===== src/rtl/sockit_spi_xip_seq.sv =====
// XIP read sequencer: turns one flash read request into serializer command/write-data words
// (opcode, address, dummy, data, deselect) and forwards the returned read words.
module sockit_spi_xip_seq #(
    parameter int unsigned SSW = 8,
    parameter int unsigned AAW = 32,
    parameter int unsigned LW  = 8,
    parameter int unsigned CNW = 6
) (
    input  logic           clk,
    input  logic           rst_n,
    input  logic [7:0]     cfg_opc,
    input  logic           cfg_adr4,
    input  logic [1:0]     cfg_iom_adr,
    input  logic [1:0]     cfg_iom_dat,
    input  logic [3:0]     cfg_dmy,
    input  logic           req_vld,
    output logic           req_rdy,
    input  logic [AAW-1:0] req_adr,
    input  logic [LW-1:0]  req_len,
    output logic           cmd_vld,
    input  logic           cmd_rdy,
    output logic           cmd_sso,
    output logic           cmd_cke,
    output logic [1:0]     cmd_iom,
    output logic           cmd_die,
    output logic           cmd_doe,
    output logic [CNW-1:0] cmd_cnt,
    output logic           dtw_vld,
    input  logic           dtw_rdy,
    output logic [31:0]    dtw_dat,
    input  logic           dtr_vld,
    input  logic [31:0]    dtr_dat,
    output logic           rsp_vld,
    output logic [31:0]    rsp_dat,
    output logic           rsp_lst,
    output logic           busy
);

    // Slave select width only has to agree with the serializer; nothing here depends on it.
    if (SSW == 0) begin : g_ssw_unused
    end

    typedef enum logic [2:0] {
        S_IDLE, S_OPC, S_ADR, S_DMY, S_DAT, S_END, S_WAIT
    } state_t;

    state_t         r_state, w_nxt;
    logic           r_adr4;
    logic [1:0]     r_iom_adr, r_iom_dat;
    logic [3:0]     r_dmy;
    logic [31:0]    r_adr;
    logic [LW-1:0]  r_len;
    logic [LW:0]    r_iss;
    logic [LW-1:0]  r_rcv;
    logic           r_rcv_done;

    logic           r_cmd_vld, r_cmd_sso, r_cmd_cke, r_cmd_die, r_cmd_doe;
    logic [1:0]     r_cmd_iom;
    logic [CNW-1:0] r_cmd_cnt;
    logic           r_dtw_vld;
    logic [31:0]    r_dtw_dat;
    logic           r_rsp_vld, r_rsp_lst, r_busy;
    logic [31:0]    r_rsp_dat;

    logic           w_hs, w_load, w_dtr_acc;
    logic           w_cmd_vld, w_cmd_sso, w_cmd_cke, w_cmd_die, w_cmd_doe, w_dtw_vld;
    logic [1:0]     w_cmd_iom;
    logic [CNW-1:0] w_cmd_cnt;
    logic [31:0]    w_dtw_dat;

    function automatic logic [CNW-1:0] f_cnt(input logic [1:0] iom, input logic [5:0] bits);
        case (iom)
            2'd3:    return CNW'(bits >> 2);
            2'd2:    return CNW'(bits >> 1);
            default: return CNW'(bits);
        endcase
    endfunction

    always_comb begin
        // A phase is complete once both its command and (if any) write-data word were taken.
        w_hs   = (~r_cmd_vld | cmd_rdy) & (~r_dtw_vld | dtw_rdy);
        w_nxt  = r_state;
        w_load = 1'b0;
        case (r_state)
            S_IDLE: if (req_vld) begin w_nxt = S_OPC; w_load = 1'b1; end
            S_OPC:  if (w_hs) begin w_nxt = S_ADR; w_load = 1'b1; end
            S_ADR:  if (w_hs) begin w_nxt = (r_dmy != 4'd0) ? S_DMY : S_DAT; w_load = 1'b1; end
            S_DMY:  if (w_hs) begin w_nxt = S_DAT; w_load = 1'b1; end
            S_DAT:  if (w_hs) begin w_nxt = (r_iss == {1'b0, r_len}) ? S_END : S_DAT; w_load = 1'b1; end
            S_END:  if (w_hs) begin w_nxt = S_WAIT; w_load = 1'b1; end
            S_WAIT: if (r_rcv_done) begin w_nxt = S_IDLE; w_load = 1'b1; end
            default: begin w_nxt = S_IDLE; w_load = 1'b1; end
        endcase

        w_cmd_vld = 1'b0;
        w_cmd_sso = 1'b0;
        w_cmd_cke = 1'b0;
        w_cmd_iom = 2'd1;
        w_cmd_die = 1'b0;
        w_cmd_doe = 1'b0;
        w_cmd_cnt = '0;
        w_dtw_vld = 1'b0;
        w_dtw_dat = '0;
        case (w_nxt)
            S_OPC: begin
                w_cmd_vld = 1'b1; w_cmd_sso = 1'b1; w_cmd_cke = 1'b1; w_cmd_doe = 1'b1;
                w_cmd_cnt = CNW'(8);
                w_dtw_vld = 1'b1;
                w_dtw_dat = {cfg_opc, 24'h0};
            end
            S_ADR: begin
                w_cmd_vld = 1'b1; w_cmd_sso = 1'b1; w_cmd_cke = 1'b1; w_cmd_doe = 1'b1;
                w_cmd_iom = r_iom_adr;
                w_cmd_cnt = f_cnt(r_iom_adr, r_adr4 ? 6'd32 : 6'd24);
                w_dtw_vld = 1'b1;
                w_dtw_dat = r_adr4 ? r_adr : {r_adr[23:0], 8'h00};
            end
            S_DMY: begin
                w_cmd_vld = 1'b1; w_cmd_sso = 1'b1; w_cmd_cke = 1'b1;
                w_cmd_iom = r_iom_dat;
                w_cmd_cnt = CNW'(r_dmy);
            end
            S_DAT: begin
                w_cmd_vld = 1'b1; w_cmd_sso = 1'b1; w_cmd_cke = 1'b1; w_cmd_die = 1'b1;
                w_cmd_iom = r_iom_dat;
                w_cmd_cnt = f_cnt(r_iom_dat, 6'd32);
            end
            S_END: begin
                w_cmd_vld = 1'b1;
                w_cmd_cnt = CNW'(1);
            end
            default: ;
        endcase

        w_dtr_acc = dtr_vld & ~r_rcv_done &
                    ((r_state == S_DAT) | (r_state == S_END) | (r_state == S_WAIT));
    end

    always_ff @(posedge clk or negedge rst_n) begin
        if (!rst_n) begin
            r_state    <= S_IDLE;
            r_adr4     <= 1'b0;
            r_iom_adr  <= '0;
            r_iom_dat  <= '0;
            r_dmy      <= '0;
            r_adr      <= '0;
            r_len      <= '0;
            r_iss      <= '0;
            r_rcv      <= '0;
            r_rcv_done <= 1'b0;
            r_cmd_vld  <= 1'b0;
            r_cmd_sso  <= 1'b0;
            r_cmd_cke  <= 1'b0;
            r_cmd_iom  <= 2'd1;
            r_cmd_die  <= 1'b0;
            r_cmd_doe  <= 1'b0;
            r_cmd_cnt  <= '0;
            r_dtw_vld  <= 1'b0;
            r_dtw_dat  <= '0;
            r_rsp_vld  <= 1'b0;
            r_rsp_dat  <= '0;
            r_rsp_lst  <= 1'b0;
            r_busy     <= 1'b0;
        end else begin
            if (w_load) begin
                r_state   <= w_nxt;
                r_busy    <= (w_nxt != S_IDLE);
                r_cmd_vld <= w_cmd_vld;
                r_cmd_sso <= w_cmd_sso;
                r_cmd_cke <= w_cmd_cke;
                r_cmd_iom <= w_cmd_iom;
                r_cmd_die <= w_cmd_die;
                r_cmd_doe <= w_cmd_doe;
                r_cmd_cnt <= w_cmd_cnt;
                r_dtw_vld <= w_dtw_vld;
                r_dtw_dat <= w_dtw_dat;
            end else begin
                // Partial handshake in OPC/ADR: retire whichever side was taken, hold the other.
                r_cmd_vld <= r_cmd_vld & ~cmd_rdy;
                r_dtw_vld <= r_dtw_vld & ~dtw_rdy;
            end

            if (r_state == S_IDLE && req_vld) begin
                r_adr4     <= cfg_adr4;
                r_iom_adr  <= cfg_iom_adr;
                r_iom_dat  <= cfg_iom_dat;
                r_dmy      <= cfg_dmy;
                r_adr      <= req_adr[31:0];
                r_len      <= req_len;
                r_iss      <= '0;
                r_rcv      <= '0;
                r_rcv_done <= 1'b0;
            end

            if (r_state == S_DAT && r_cmd_vld && cmd_rdy)
                r_iss <= r_iss + 1'b1;

            r_rsp_vld <= w_dtr_acc;
            r_rsp_lst <= w_dtr_acc & (r_rcv == r_len);
            if (w_dtr_acc) begin
                r_rsp_dat <= dtr_dat;
                r_rcv     <= r_rcv + 1'b1;
                if (r_rcv == r_len)
                    r_rcv_done <= 1'b1;
            end
        end
    end

    assign req_rdy = (r_state == S_IDLE);
    assign cmd_vld = r_cmd_vld;
    assign cmd_sso = r_cmd_sso;
    assign cmd_cke = r_cmd_cke;
    assign cmd_iom = r_cmd_iom;
    assign cmd_die = r_cmd_die;
    assign cmd_doe = r_cmd_doe;
    assign cmd_cnt = r_cmd_cnt;
    assign dtw_vld = r_dtw_vld;
    assign dtw_dat = r_dtw_dat;
    assign rsp_vld = r_rsp_vld;
    assign rsp_dat = r_rsp_dat;
    assign rsp_lst = r_rsp_lst;
    assign busy    = r_busy;

endmodule


===== config.mk =====
export PLATFORM = sky130hd
export DESIGN_NAME = sockit_spi_xip_seq
export DESIGN_NICKNAME = d
export VERILOG_FILES = /design/src/rtl/sockit_spi_xip_seq.sv
export SDC_FILE = /design/constraint.sdc
export NUM_CORES = 1
export LEC_CHECK = 0
export CORE_MARGIN = 1
export CORE_UTILIZATION = 52
export CTS_CLUSTER_DIAMETER = 120
export DETAILED_ROUTE_END_ITERATION = 12
export PLACE_DENSITY = 0.85
export SLEW_MARGIN = 5
export SYNTH_ARGS = -nofsm -noshare
export SYNTH_HDL_FRONTEND = slang
export SYNTH_SLANG_ARGS = --single-unit

===== constraint.sdc =====
create_clock -name clk -period 3.4 [get_ports clk]
set_input_delay 0.51 -clock clk [delete_from_list [all_inputs] [get_ports clk]]
set_output_delay 0.51 -clock clk [all_outputs]
set_load 0.02 [all_outputs]

After elaboration in Yosys (flattened, before gate mapping)
Cells that the tools add are included.
Widths: inputs -> output; s select.
- add/subtract/negate cells: 2
- multiply operators: 0
- div/mod/pow operators: 0
- $lt $le $gt $ge: 0
- eq/ne operators: 17
- shift operators: 0
- muxes and demuxes: 34
- bitwise operators: 15
- reductions and logical operators: 13
- operators by type and width (kind ; count):
    $pmux 32 s2 ; 1
    $mux 32 ; 1
    $pmux 6 s5 ; 1
    $mux 3 ; 8
    $pmux 6 s2 ; 2
    $pmux 3 s7 ; 1
    $mux 9 ; 2
    $mux 8 ; 2
    $eq 3x3->1 const B ; 5
    $mux 1 ; 13
    $eq 3x2->1 const B ; 4
    $reduce_or 5->1 ; 2
    $add 9x1->9 const B ; 1
    $eq 9x8->1 ; 1
    $add 8x1->8 const B ; 1
    $eq 2x2->1 const B ; 4
    $eq 8x8->1 ; 1
    $and 1x1->1 ; 6
    $eq 3x1->1 const B ; 2
    $mux 6 ; 1
    $not 1->1 ; 5
    $or 1x1->1 ; 4
    $pmux 2 s2 ; 1
    $reduce_bool 2->1 ; 2
    other kinds (7) ; 10
- bits in registers: 150
- latch bits: 0
- bits in writable memories: 0
- memory bits (read-only): 0
- logic and storage cells: 103
- memories: 0

Depth between registers and ports, before layout
- depth after elaboration: 9
- mapped depth: 8
- mapped depth without buffers: 6

Least setup slack after synthesis
Ideal clock, no wire load.
- path type: register -> register
- from: register r_state[2]
- to: register r_cmd_doe, in the netlist cmd_doe
- library setup time: 0.137 ns
- data arrival time: 2.032 ns
- path slack: 1.230 ns
- stages on the path, launching flop included: 9
- buffers on the path: 2
- period minus slack after synthesis: 2.170 ns
- cells stage by stage: dfrtp_1 > nor3_1 > and2_1 > buf_2 > a31oi_2 > nand3_2 > buf_6 > mux2i_1 > a21oi_1
- cells in the longest elaborated chain, start to end: 5
- elaborated cells between the ends (all ways): 21
- classes of those cells: eq/ne (8); mux (10); reduce/logical (3)
- RTL lines (element ; RTL line ; RTL):
    from (decl) ; 47 ; state_t r_state, w_nxt;
    from (signal assigned) ; 166 ; r_state <= w_nxt;
    $logic_not 3->1 * ; -- ;
    via req_rdy ; 17 ; output logic req_rdy,
    $pmux 3 s7 ; 84 ; case (r_state)
    $eq 3x2->1 / $eq 3x1->1 (equally long branches) ; 104 ; case (w_nxt)
    $reduce_or 2->1 (no line) ; -- ;
    $mux 1 ; 104 ;
    to (signal assigned) ; 173 ; r_cmd_doe <= w_cmd_doe;
    to (decl) ; 57 ; logic r_cmd_vld, r_cmd_sso, r_cmd_cke, r_cmd_die, r_cmd_doe;
Mark *: on every way through the listed nets, which the timed path passes. The rest lies on a longest branch.
A chain may end at the register's enable or synchronous reset.

Worst setup path in the final report
- from: register r_state[2]
- to: output port req_rdy
- cells in the longest elaborated chain, start to end: 1
- RTL lines (element ; RTL line ; RTL):
    $logic_not 3->1 ; 209 ; assign req_rdy = (r_state == S_IDLE);
    to (decl) ; 17 ;
Every way passes these cells.

==> flow_metrics.tcl <==
set metrics [dict create \
    status "finished, final reports clean" \
    min_period_over_period_pct 76.6 \
    grt-ovfl-total 0 \
    final_common_cell "nand2_1" \
    antenna_found_initial 0 \
    synth_seq_cells 150 \
    ys_warn_count 0 \
    synth.yosys.seq_area_share_pct 57.1 \
    routed_wl_microns 18100 \
    hold_buffers 0 \
    ff2ff_setup_slack_ns 0.87 \
    min_period_ns 2.60 \
    final_cell_mix "nand2_1, clkdlybuf4s50_1, dfrtp_1" \
    drtIter0Drc 542 \
    syn_avg_cell_area_sq_um 9.44 \
    track_usage_pct 29.0 \
    r2r_cells 6 \
    clk_latency_ns 0.43 \
    cap_violations 0 \
    rsz0062_at_grt "no" \
    cts_resized 0 \
    drcViolationCount 0 \
    fin_cells 1044 \
    num-nets-final 960 \
    grt_start_max_net_pins 82 \
    postRouteAntennaNets 0 \
    cts_tree "built" \
    drive_above_1_share_pct 5.59 \
    synth_area_sq_um 6580 \
    wire_per_inst_microns 17.3 \
    start_kind "register" \
    min_path_type "in -> async" \
    timing.slew.headroom_pct 26.7 \
    worstReg2RegEnd "r_rcv[4]" \
    synth.net_count 794 \
    power_per_cell_area_nw_per_um2 982 \
    ys_types 54 \
    numClockSinks 150 \
    worstPathRequired_ns 2.89 \
    initial_core_util_pct 54.1 \
    crit_fanout 16 \
    n_antenna_cell 0 \
    tightest_slew_ns 1.10 \
    io_pins 177 \
    grt_pass1_wl_microns 28800 \
    end_kind "output port" \
    h-tree-depth 4 \
    nFillCells 823 \
    die_w_microns 114 \
    cts.reportedPaths.clkPinSlew_ns 0.06 \
    synthTopCellsByArea "dfrtp_1, nand2_1, mux2i_1" \
    coreArea_sq_um 12200 \
    rows 40 \
    clockBufferDepth 2 \
    cts_setup_buffers 0 \
    finClkSkew_ns 0.00614 \
    die_area_sq_um 13100 \
    fin_setup_tns_ns 0 \
    totalPowerFinal_uw 8990 \
    root_buffer "clkbuf_16" \
    via_per_inst 5.51 \
    dp_cells 1012 \
    finalSetupViolCount 0 \
    syn_to_final_growth_pct 39.1 \
    r2r-start "r_state[2]" \
    startpoint "r_state[2]" \
    grt_pass1_vias 5770 \
    ir_drop_uv 504 \
    cp.arrival_ns 2.09 \
    critical_path_class "reg -> out" \
    netlist_instances 697 \
    synth_top_area_share_pct 56.7 \
    finalMaxSlewViolations 0 \
    synth_top_area_cell "dfrtp_1" \
    fp.dieH_microns 114 \
    whs_ns 0.0929 \
    gp_congestion 0.887 \
    portBuffers 176 \
    first_pass_iters 5 \
    dp_hpwl_microns 12200 \
    power.leakage_uw 0.00430 \
    crit_end "req_rdy" \
    max_clock_freq_ghz 0.384 \
    cts_buffers 17 \
    vias 5755 \
    hold_viol 0 \
]
report_power, final:
group	total (uW)	internal [uW]	switching (uW)	leakage (uW)
clock	2190	1460	728	0.000332
combinational	3660	1580	2070	0.00203
sequential	3140	2490	658	0.00194
total	8990	5530	3460	0.00430
metal layers:
metal	track usage (%)	vias up	share of wire (%)	wire (microns)
met4	13.2	0	2.9	531
met2	49.3	195	52	9420
li1	-	2647	-	-
met5	0	-	0	0
met3	7.09	49	5.6	1010
met1	34.8	2864	39	7130
final cells by class:
class | instances | area, sq um | share of cell area [%]
Clock inverter | 7 | 189 | 2.06
Tap cell | 168 | 210 | 2.30
Timing Repair Buffer | 184 | 1840 | 20.1
Sequential cell | 150 | 3750 | 41.0
Inverter | 5 | 18.8 | 0.205
Multi-Input combinational cell | 505 | 2650 | 28.9
Clock buffer | 25 | 495 | 5.41
worst max-delay path: stages (launching register included):
cell             delay, ns
dfrtp_1               0.56
nor3_1                0.43
clkdlybuf4s50_1       0.68
how the worst min path moves through the flow:
stage                        to  cells after the start   startpoint
CTS                    r_len[3]                      1        rst_n
detailed placement  rsp_dat[10]                      2  rsp_dat[10]
global route           r_len[3]                      1        rst_n
floorplan                  busy                      0        rst_n
finish                 r_len[3]                      1        rst_n
global placement    rsp_dat[10]                      2  rsp_dat[10]
registers in the layout (all words and copies together) (netlist names), 2 cells and up:
name / flops
r_state: 3
r_iom_adr: 2
r_dmy: 4
rsp_dat: 32
cmd_cnt: 6
r_len: 8
r_rcv: 8
dtw_dat: 32
cmd_iom: 2
r_adr: 32
r_iss: 9
r_iom_dat: 2
kinds of logic after synthesis:
logic type | share of synthesized area (%)
flip-flops | 57.1
AO/OA/AOI/OAI | 9.95
AND/OR/NAND/NOR | 22.8
multiplexers | 4.56
buffers and inverters | 2.76
XOR/XNOR | 2.53
adder cells (fa/ha/maj) | 0.380
cell usage after synthesis, drive strengths merged:
cell type  count
a211oi         1
or3b           1
nand3         14
a31oi          3
o311ai         2
a211o          1
xor2           9
a22o          13
dfrtp        149
o211ai         5
o22ai          3
nor4           2
a221o          8
nor2b          3
nand2b         5
buf           20
o2111a         1
nor2          25
dfstp          1
mux2i         30
ha             2
nor3           8
o21a           1
a21oi          8
nand4b         1
o2111ai        1
nand2        280
a21bo          1
o21ba          1
and3           5
o31ai          4
inv            5
or4            1
clkbuf        17
o21ai         40
xnor2         10
or2            2
and2           2
a22oi          2
a21o           1
nor3b          2
nand4          6
and2b          1
through the flow:
stage / util [%] / cell area (sq um) / worst slack, ns
after floorplan: - / 6580 / 1.23
after global placement: 69.6 / 8470 / 0.890
after detailed placement: 69.6 / 8470 / 0.715
after CTS: 75.2 / 9150 / 0.816
after global routing: 75.2 / 9150 / 0.669
final: 75.2 / 9150 / 0.797
(Power assumes the default switching activity.)
